--- config.mk ---
export PLATFORM = sky130hd
export DESIGN_NAME = simt_pc
export DESIGN_NICKNAME = d
export VERILOG_FILES = /design/src/rtl/simt_pc.sv
export SDC_FILE = /design/constraint.sdc
export NUM_CORES = 1
export LEC_CHECK = 0
export CAP_MARGIN = 5
export CORE_UTILIZATION = 30
export DETAILED_ROUTE_END_ITERATION = 16
export PLACE_DENSITY = 0.71
export SLEW_MARGIN = 20
export SYNTH_ARGS = -nofsm -noshare
export SYNTH_HDL_FRONTEND = slang
export SYNTH_SLANG_ARGS = --single-unit
--- constraint.sdc ---
create_clock -name clk -period 5.6 [get_ports clk]
set_clock_uncertainty 0.05 [all_clocks]
set_input_delay 0.84 -clock clk [delete_from_list [all_inputs] [get_ports clk]]
set_output_delay 0.84 -clock clk [all_outputs]
set_load 0.01 [all_outputs]
--- src/rtl/simt_pc.sv ---
// simt_pc: SIMT next-PC unit with per-lane NZP flags and a divergence/reconvergence stack.
// Ports: clk/reset (sync, active-high), enable, core_state, thread_enable, decoded_* fields,
//   alu_out/rs_value (lane i at [i*W +: W]), current_pc -> next_pc, active_mask, stack_depth,
//   stack_overflow. next_pc/active_mask update one cycle after an enabled EXECUTE cycle.
// Optional feature macro SIMT_DIVERGENCE_EN: builds the reconvergence stack. Without it,
//   branches follow the leader lane, SYNC acts as PC+1 and the mask stays all ones.
module simt_pc #(
  parameter int DATA_MEM_DATA_BITS    = 8,
  parameter int PROGRAM_MEM_ADDR_BITS = 8,
  parameter int THREADS_PER_BLOCK     = 4,
  parameter int STACK_DEPTH           = 4
) (
  input  logic                                            clk,
  input  logic                                            reset,
  input  logic                                            enable,
  input  logic [2:0]                                      core_state,
  input  logic [THREADS_PER_BLOCK-1:0]                    thread_enable,
  input  logic [2:0]                                      decoded_nzp,
  input  logic [DATA_MEM_DATA_BITS-1:0]                   decoded_immediate,
  input  logic                                            decoded_nzp_write_enable,
  input  logic [1:0]                                      decoded_pc_mux,
  input  logic [THREADS_PER_BLOCK*DATA_MEM_DATA_BITS-1:0] alu_out,
  input  logic [THREADS_PER_BLOCK*DATA_MEM_DATA_BITS-1:0] rs_value,
  input  logic [PROGRAM_MEM_ADDR_BITS-1:0]                current_pc,
  output logic [PROGRAM_MEM_ADDR_BITS-1:0]                next_pc,
  output logic [THREADS_PER_BLOCK-1:0]                    active_mask,
  output logic [$clog2(STACK_DEPTH+1)-1:0]                stack_depth,
  output logic                                            stack_overflow
);
  localparam int W   = DATA_MEM_DATA_BITS;
  localparam int A   = PROGRAM_MEM_ADDR_BITS;
  localparam int N   = THREADS_PER_BLOCK;
  localparam logic [2:0] EXECUTE = 3'b101;
  localparam logic [2:0] UPDATE  = 3'b110;

  logic [2:0]   nzp [N];
  logic [N-1:0] eff;
  logic [N-1:0] taken;
  logic [W-1:0] leader_rs;
  logic         leader_taken;
  logic [A-1:0] imm_pc;
  logic [A-1:0] leader_pc;
  logic [A-1:0] pc_inc;
  logic [A-1:0] pc_d;

  // Only the low three bits of each ALU lane feed the NZP flags.
  logic unused_alu;
  assign unused_alu = ^alu_out;

`ifdef SIMT_DIVERGENCE_EN
  localparam int D   = STACK_DEPTH;
  localparam int SDW = $clog2(STACK_DEPTH+1);
  localparam int IW  = (D > 1) ? $clog2(D) : 1;

  logic [N-1:0]  stk_fmask [D];
  logic [A-1:0]  stk_tpc   [D];
  logic [N-1:0]  stk_tmask [D];
  logic          stk_phase [D];
  logic [N-1:0]  mask_d;
  logic          push, pop, phase_set, ovf_set, stk_full;
  logic [IW-1:0] top, push_idx;

  assign stk_full = (stack_depth == SDW'(D));
  assign top      = IW'(stack_depth - SDW'(1));
  assign push_idx = IW'(stack_depth);
`else
  assign active_mask    = '1;
  assign stack_depth    = '0;
  assign stack_overflow = 1'b0;
`endif

  assign eff    = active_mask & thread_enable;
  assign pc_inc = current_pc + A'(1);

  // Immediate and Rs values are resized to the PC width.
  if (A > W) begin : g_ext
    assign imm_pc    = {{(A-W){1'b0}}, decoded_immediate};
    assign leader_pc = {{(A-W){1'b0}}, leader_rs};
  end else begin : g_trunc
    assign imm_pc    = decoded_immediate[A-1:0];
    assign leader_pc = leader_rs[A-1:0];
  end

  // Taken mask, plus the leader (lowest set bit of eff): descending scan so lowest wins.
  always_comb begin
    taken        = '0;
    leader_rs    = '0;
    leader_taken = 1'b0;
    for (int i = 0; i < N; i++) taken[i] = eff[i] & (|(nzp[i] & decoded_nzp));
    for (int i = N-1; i >= 0; i--) begin
      if (eff[i]) begin
        leader_rs    = rs_value[i*W +: W];
        leader_taken = taken[i];
      end
    end
  end

  always_comb begin
    pc_d = pc_inc;
`ifdef SIMT_DIVERGENCE_EN
    mask_d    = active_mask;
    push      = 1'b0;
    pop       = 1'b0;
    phase_set = 1'b0;
    ovf_set   = 1'b0;
`endif
    // With no valid lanes every mode degenerates to PC+1.
    if (eff != '0) begin
      case (decoded_pc_mux)
        2'd1: begin
          if (taken == eff) begin
            pc_d = imm_pc;
          end else if (taken != '0) begin
`ifdef SIMT_DIVERGENCE_EN
            if (!stk_full) begin
              // Run the not-taken side first; the taken side resumes at SYNC.
              push   = 1'b1;
              mask_d = active_mask & ~taken;
            end else begin
              ovf_set = 1'b1;
              if (leader_taken) pc_d = imm_pc;
            end
`else
            if (leader_taken) pc_d = imm_pc;
`endif
          end
        end
        2'd2: pc_d = leader_pc;
`ifdef SIMT_DIVERGENCE_EN
        2'd3: begin
          if (stack_depth != '0) begin
            if (!stk_phase[top]) begin
              pc_d      = stk_tpc[top];
              mask_d    = stk_tmask[top];
              phase_set = 1'b1;
            end else begin
              pop    = 1'b1;
              mask_d = stk_fmask[top];
            end
          end
        end
`endif
        default: ;
      endcase
    end
  end

  always_ff @(posedge clk) begin
    if (reset) begin
      next_pc <= '0;
      for (int i = 0; i < N; i++) nzp[i] <= 3'b000;
    end else if (enable) begin
      if (core_state == EXECUTE) next_pc <= pc_d;
      if (core_state == UPDATE && decoded_nzp_write_enable) begin
        for (int i = 0; i < N; i++) begin
          if (eff[i]) nzp[i] <= alu_out[i*W +: 3];
        end
      end
    end
  end

`ifdef SIMT_DIVERGENCE_EN
  always_ff @(posedge clk) begin
    if (reset) begin
      active_mask    <= '1;
      stack_depth    <= '0;
      stack_overflow <= 1'b0;
    end else if (enable && core_state == EXECUTE) begin
      active_mask <= mask_d;
      if (push)    stack_depth    <= stack_depth + SDW'(1);
      if (pop)     stack_depth    <= stack_depth - SDW'(1);
      if (ovf_set) stack_overflow <= 1'b1;
    end
  end

  // Stack storage carries no reset; entries above stack_depth are never read.
  always_ff @(posedge clk) begin
    if (!reset && enable && core_state == EXECUTE) begin
      if (push) begin
        stk_fmask[push_idx] <= active_mask;
        stk_tpc[push_idx]   <= imm_pc;
        stk_tmask[push_idx] <= taken;
        stk_phase[push_idx] <= 1'b0;
      end
      if (phase_set) stk_phase[top] <= 1'b1;
    end
  end
`endif

endmodule

==> results.cfg <==
[place]
pre_cts_slack_ns = 2.277
gp_congestion = 0.8440
io_buffers = 83
placed_cells = 313
dpl_cell_area_mm2 = 0.002415
hpwl_mm = 3.916

[setup_path]
r2r_cells = 6
critPathSlowestCell = clkdlybuf4s50_1
startpoint_type = input port
crit_path_end_kind = register
required_ns = 5.71
cpPeakStageDelay_ns = 0.77
cp_max_fo = 15
cp_data_arrival_time_ns = 3.19
reg2reg_slack_ns = 3.64
r2r-end = next_pc[7]
startpoint = thread_enable[2]
critPathCapture = next_pc[7]
rr_startpoint = nzp[2][0]
cp_cell_sequence = clkdlybuf4s50_1 -> nor2b_2 -> nand3_2 -> a21oi_4 -> a311oi_4 -> mux2_4 -> a2111oi_4
critPathKind = in -> reg

[timing]
slew_viol_final = 0
finalSetupViolCount = 0
relSlewSlack_pct = 51.59
layout_setup_ws_ns = 2.526
tns_ns = 0
worst_pin_slew_ns = 0.7235
fin_crit_sh_pct = 54.89
hold_slack_ns = 0.4936
hold_viol = 0
fmax_mhz = 325.4
post-route-min-period_ns = 3.074
rsz0062_at_grt = false

[final_layout]
fin_area_mm2 = 0.002491
fin_util_pct = 48.47
mostFrequentLayoutCell = clkdlybuf4s50_1
diodes = 0
fin_cells = 317
syn_to_final_growth_pct = 55.43
drive_gt1_share_pct = 7.287
final_cell_mix = clkdlybuf4s50_1, nor2_1, and3_1, edfxtp_1
fin_nets = 347

[synthesis]
synth_warnings = 0
synth_flop_cell = edfxtp_1
avgSynthCellArea_um2 = 9.319
synthArstFlopShare_pct = 0
ys_seq_area_share_pct = 32.47
yosysUniqueCellTypes = 48
synth-seq-cells = 20
synth_area_mm2 = 0.001603
synth_edf_count = 12
netlist_instances = 172

[clock_network]
cts_tree = yes
post_cts_buffers = 0
insertion_delay_ns = 0.26
cts_resized = 0
clk_pin_slew_worst_paths_ns = 0.08
cts-root-buf = clkbuf_8
htree_levels = 1
cts_hold_buf = 0
cts_buffers = 3
clock-sinks = 20
ctsLongestPathBuffers = 2

[global_route]
grt_usage_pct = 17.60
antenna_found_initial = 0
first_global_vias = 1575
grt-ovfl-total = 0
grt_max_degree = 16
grt_pass1_wl_mm = 7.403

[detailed_routing]
via_count = 1662
drtAntennaViolNets = 0
post_drt_wl_per_cell_um = 15.41
drc = 0
dr.pass1.iters = 4
first_iter_violations = 56
via_per_inst = 5.243
routed_wl_mm = 4.885

[die]
dieArea_mm2 = 0.005639
rows = 26
start_util_pct = 31.18
dieWidth_um = 75.10
core_area_mm2 = 0.005140
boundaryPins = 112
die_y_um = 75.10

[power]
power_uw = 437.3
cellPowerDensity_mw_per_mm2 = 175.5
irDropWorstVdd_mv = 0.1031
power.leakage_nw = 0.9113

[status]
status = complete, no violations

[job]
cap_violations = 0

[hold_path]
hold_class = reg -> reg
==> kinds of logic after synthesis <==
kind of cell / count (synthesis) / synth area share [%]
other: 2 / 0.4686
muxes: 3 / 2.264
and+or+nand+nor: 57 / 19.13
buffers and inverters: 22 / 8.977
AOI/OAI and AO/OA: 59 / 31.07
DFF: 20 / 32.47
adders and majority gates: 3 / 2.342
xor gates and xnor gates: 6 / 3.279
==> layout make-up <==
type,count,area [um2]
clock inverters,1,30.03
multi-input cells,136,965.9
clock buffers,3,41.29
well taps,70,87.58
flip-flops and latches,20,520.5
fillers,536,2649
repair buffers,83,830.8
inverters,4,15.01
==> per-layer routing <==
metal  share of wire (%)  track usage, %  up-vias
met5                   0               0        -
met1                  42           21.97      779
met4                0.70           3.774        0
met3                 8.6           3.748        4
li1                    -               -      810
met2                  48           31.13       69
==> critical path, delay by kind of cell <==
kind	cells	cell delay, ns
buf+inv	1	0.77
mux	1	0.36
compound gates	3	0.87
simple gates	2	0.34
==> synth_stat cells, types with 2 or more instances <==
master,instances,area (um2)
xnor2_1,3,26.28
a22oi_1,3,22.52
a211oi_1,2,15.01
ha_1,3,37.54
buf_6,4,45.04
nand3_1,5,25.02
a21oi_1,4,20.02
o21ai_0,9,45.04
clkbuf_1,5,18.77
inv_1,4,15.01
a221oi_1,8,70.07
buf_4,8,60.06
o221ai_1,6,52.55
o32ai_1,4,35.03
or2_1,2,12.51
xor2_1,3,26.28
edfxtp_1,12,360.4
o311ai_0,2,17.52
conb_1,2,7.510
nor3_1,6,30.03
nor2_1,12,45.04
dfxtp_1,8,160.2
a211o_1,2,17.52
and3_1,12,75.07
a21boi_0,4,30.03
and3_2,3,22.52
o22ai_1,5,31.28
a21o_1,3,22.52
nand2_1,9,33.78
==> power by group <==
group          switching (mW)  internal, mW  leakage [nW]
Sequential            0.00257         0.162         0.179
Clock                  0.0486        0.0953        0.0357
Combinational          0.0553        0.0731         0.696
Total                   0.106         0.331         0.911
==> how the worst min path moves through the flow <==
stage                     cells after the start    endpoint  slack (ns)        from
after CTS                                     2  next_pc[5]        0.49  next_pc[5]
after global placement                        2  next_pc[5]        0.46  next_pc[5]
after detailed placement                      2  next_pc[5]        0.48  next_pc[5]
final                                         2  next_pc[5]        0.49  next_pc[5]
after floorplan                               2  next_pc[5]        0.49  next_pc[5]
after global routing                          2  next_pc[6]        0.54  next_pc[6]
==> sequential cells by signal (all words and copies together) (netlist names) <==
signal,count
next_pc,8
nzp,12
No activity file was read; power rests on OpenSTA's default activity.
==> RTL edit, RTL diff (same settings) <==
The parameter `THREADS_PER_BLOCK` goes from 4 to 2.
--- a/src/rtl/simt_pc.sv
+++ b/src/rtl/simt_pc.sv
@@ -9,3 +9,3 @@
   parameter int PROGRAM_MEM_ADDR_BITS = 8,
-  parameter int THREADS_PER_BLOCK     = 4,
+  parameter int THREADS_PER_BLOCK     = 2,
   parameter int STACK_DEPTH           = 4
Ports: changed (resized active_mask, alu_out, rs_value and thread_enable); port bits go from 112 to 76. No check against the original RTL was run, so the function may have changed too.
==> RTL edit against the original RTL <==
Total power down 37%. Area after synthesis shrank 34%. Worst setup slack gained 130 ps. Via count is 32% lower. Die area is 33% lower. Routed wire length is 36% lower. Highest routed layer unchanged. Sequential cell count down 6. Register-to-register slack better by 270 ps. Count of clock-buffer cells in the layout up 1. Worst hold slack lost 37 ps. Combinational power decreased by 33%. Global-route usage decreased by 1.4 points. Final area decreased by 33%. Largest cell class unchanged.
==> RTL edit: results (changes against the original RTL) <==
[synthesis]
synth_top_family_by_area=compound AO/OA/AOI/OAI gates
synthMuxAreaShare_pct=0  ; -2.3 points
syn_area_per_cell_um2=8.88  ; -4.7%
synth_common_cells=nand3_1, nor2_1, dfxtp_1, and2_1, buf_4
synth.yosys.seq_area_share_pct=32.2  ; -0.29 points
synth_compound_area_share_pct=29.2  ; -1.8 points
synthXorXnorAreaFrac_pct=4.97  ; +1.7 points
synth_enable_flop_cells=6  ; -6
synthTopCellsByArea=edfxtp_1, dfxtp_1, buf_4
synthDistinctLibCells=40  ; -17%
synthFlopType=dfxtp_1
synth_adder_area_share_pct=3.55  ; +1.2 points

[drt]
viasPerCell=5.10  ; -2.6%
routedWlPerCell_um=14.2  ; -7.9%
drt_iter0_drc=29  ; -48%
wl_um=3120  ; -36%

[global_routing]
grt_max_degree=15  ; -1
grt_pass1_vias=1061  ; -33%
grt_usage_pct=16.2  ; -1.4 points
grt_pass1_wl_um=4440  ; -40%

[clock_network]
numCtsBuffers=3  ; unchanged
clkLatencyLatePin_ps=290  ; +30 ps
cts_buffer_depth=2  ; unchanged
cts_root_buffer=clkbuf_4

[worst_setup_path]
cpPeakStageDelay_ps=650  ; -120 ps
path_max_fanout=14  ; -1
worstReg2RegStart=nzp[0][4]
crit_family=simple AND/OR/NAND/NOR gates
reg2regPathDepth=5  ; -1
r2r_slack_ps=3910  ; +270 ps
cp_slowest_cell=clkdlybuf4s50_1
arrival_ps=3080  ; -110 ps

[placed_design]
place_congestion=0.828  ; -1.9%
pre_cts_slack_ps=2300  ; +20.1 ps
dp_hpwl_um=2540  ; -35%
place_area_mm2=0.00164  ; -32%
dp.cells=216  ; -31%
io_buffer_count=59  ; -29%

[pwr]
ir_drop_mv=0.0664  ; -36%
p_leak_nw=0.601  ; -34%

[sta]
worst_pin_slew_ps=681  ; -42.4 ps
whs_ps=456  ; -37.5 ps

[outcome]
status=finished, final reports clean

[hold_path]
hold_end=next_pc[7]
hold_start=next_pc[7]

[final_layout]
nets=240  ; -31%
fillCellCount=344  ; -36%
drive_above_1_share_pct=3.45  ; -3.8 points
reg_top3=next_pc x8, nzp x6

==> RTL edit: cells by family (layout without fill, tap and decap cells) <==
family                   count (synthesis)  count (layout)
AND/OR/NAND/NOR                         41              41
AO/OA/AOI/OAI                           38              38
buffers and inverters                   15              66
flip-flops                              14              14
XOR/XNOR                                 6               6
adder cells (fa/ha/maj)                  3               3
other                                    2               6
==> RTL edit: area by class of cell <==
class                           instances  area, µm²  share of cell area [%]
Multi-Input combinational cell         94        641                    38.2
Inverter                                3       11.3                   0.672
Sequential cell                        14        340                    20.3
Timing Repair Buffer                   59        591                    35.2
Clock buffer                            4       36.3                    2.16
Tap cell                               46       57.6                    3.43
==> RTL edit: worst max-delay path by stage <==
stage	from	endpoint	slack, ps
finish	thread_enable[0]	next_pc[7]	2650
global placement	thread_enable[0]	next_pc[6]	2360
CTS	thread_enable[0]	next_pc[7]	2610
global route	thread_enable[0]	next_pc[6]	2450
floorplan	decoded_pc_mux[0]	next_pc[7]	3490
detailed placement	thread_enable[0]	next_pc[7]	2300
==> RTL edit: worst reg2reg max path, cell delays in order (launching register included) <==
cell	delay, ps
edfxtp_1	370
a22oi_1	280
a32oi_4	190
and2_1	280
a221oi_1	310
o21ai_1	100
==> RTL edit: where the power goes <==
group	internal [mW]	switching, mW
logic	0.0504	0.0352
clock network	0.0396	0.0367
registers	0.110	0.00157
==> RTL edit: layer usage <==
layer / global-route usage, % / vias up / wire [µm]
met5: 0 / - / 0
met1: 17.6 / 513 / 1250
met4: 5.71 / 0 / 53
met3: 4.20 / 8 / 271
li1: - / 552 / -
met2: 30.3 / 50 / 1540
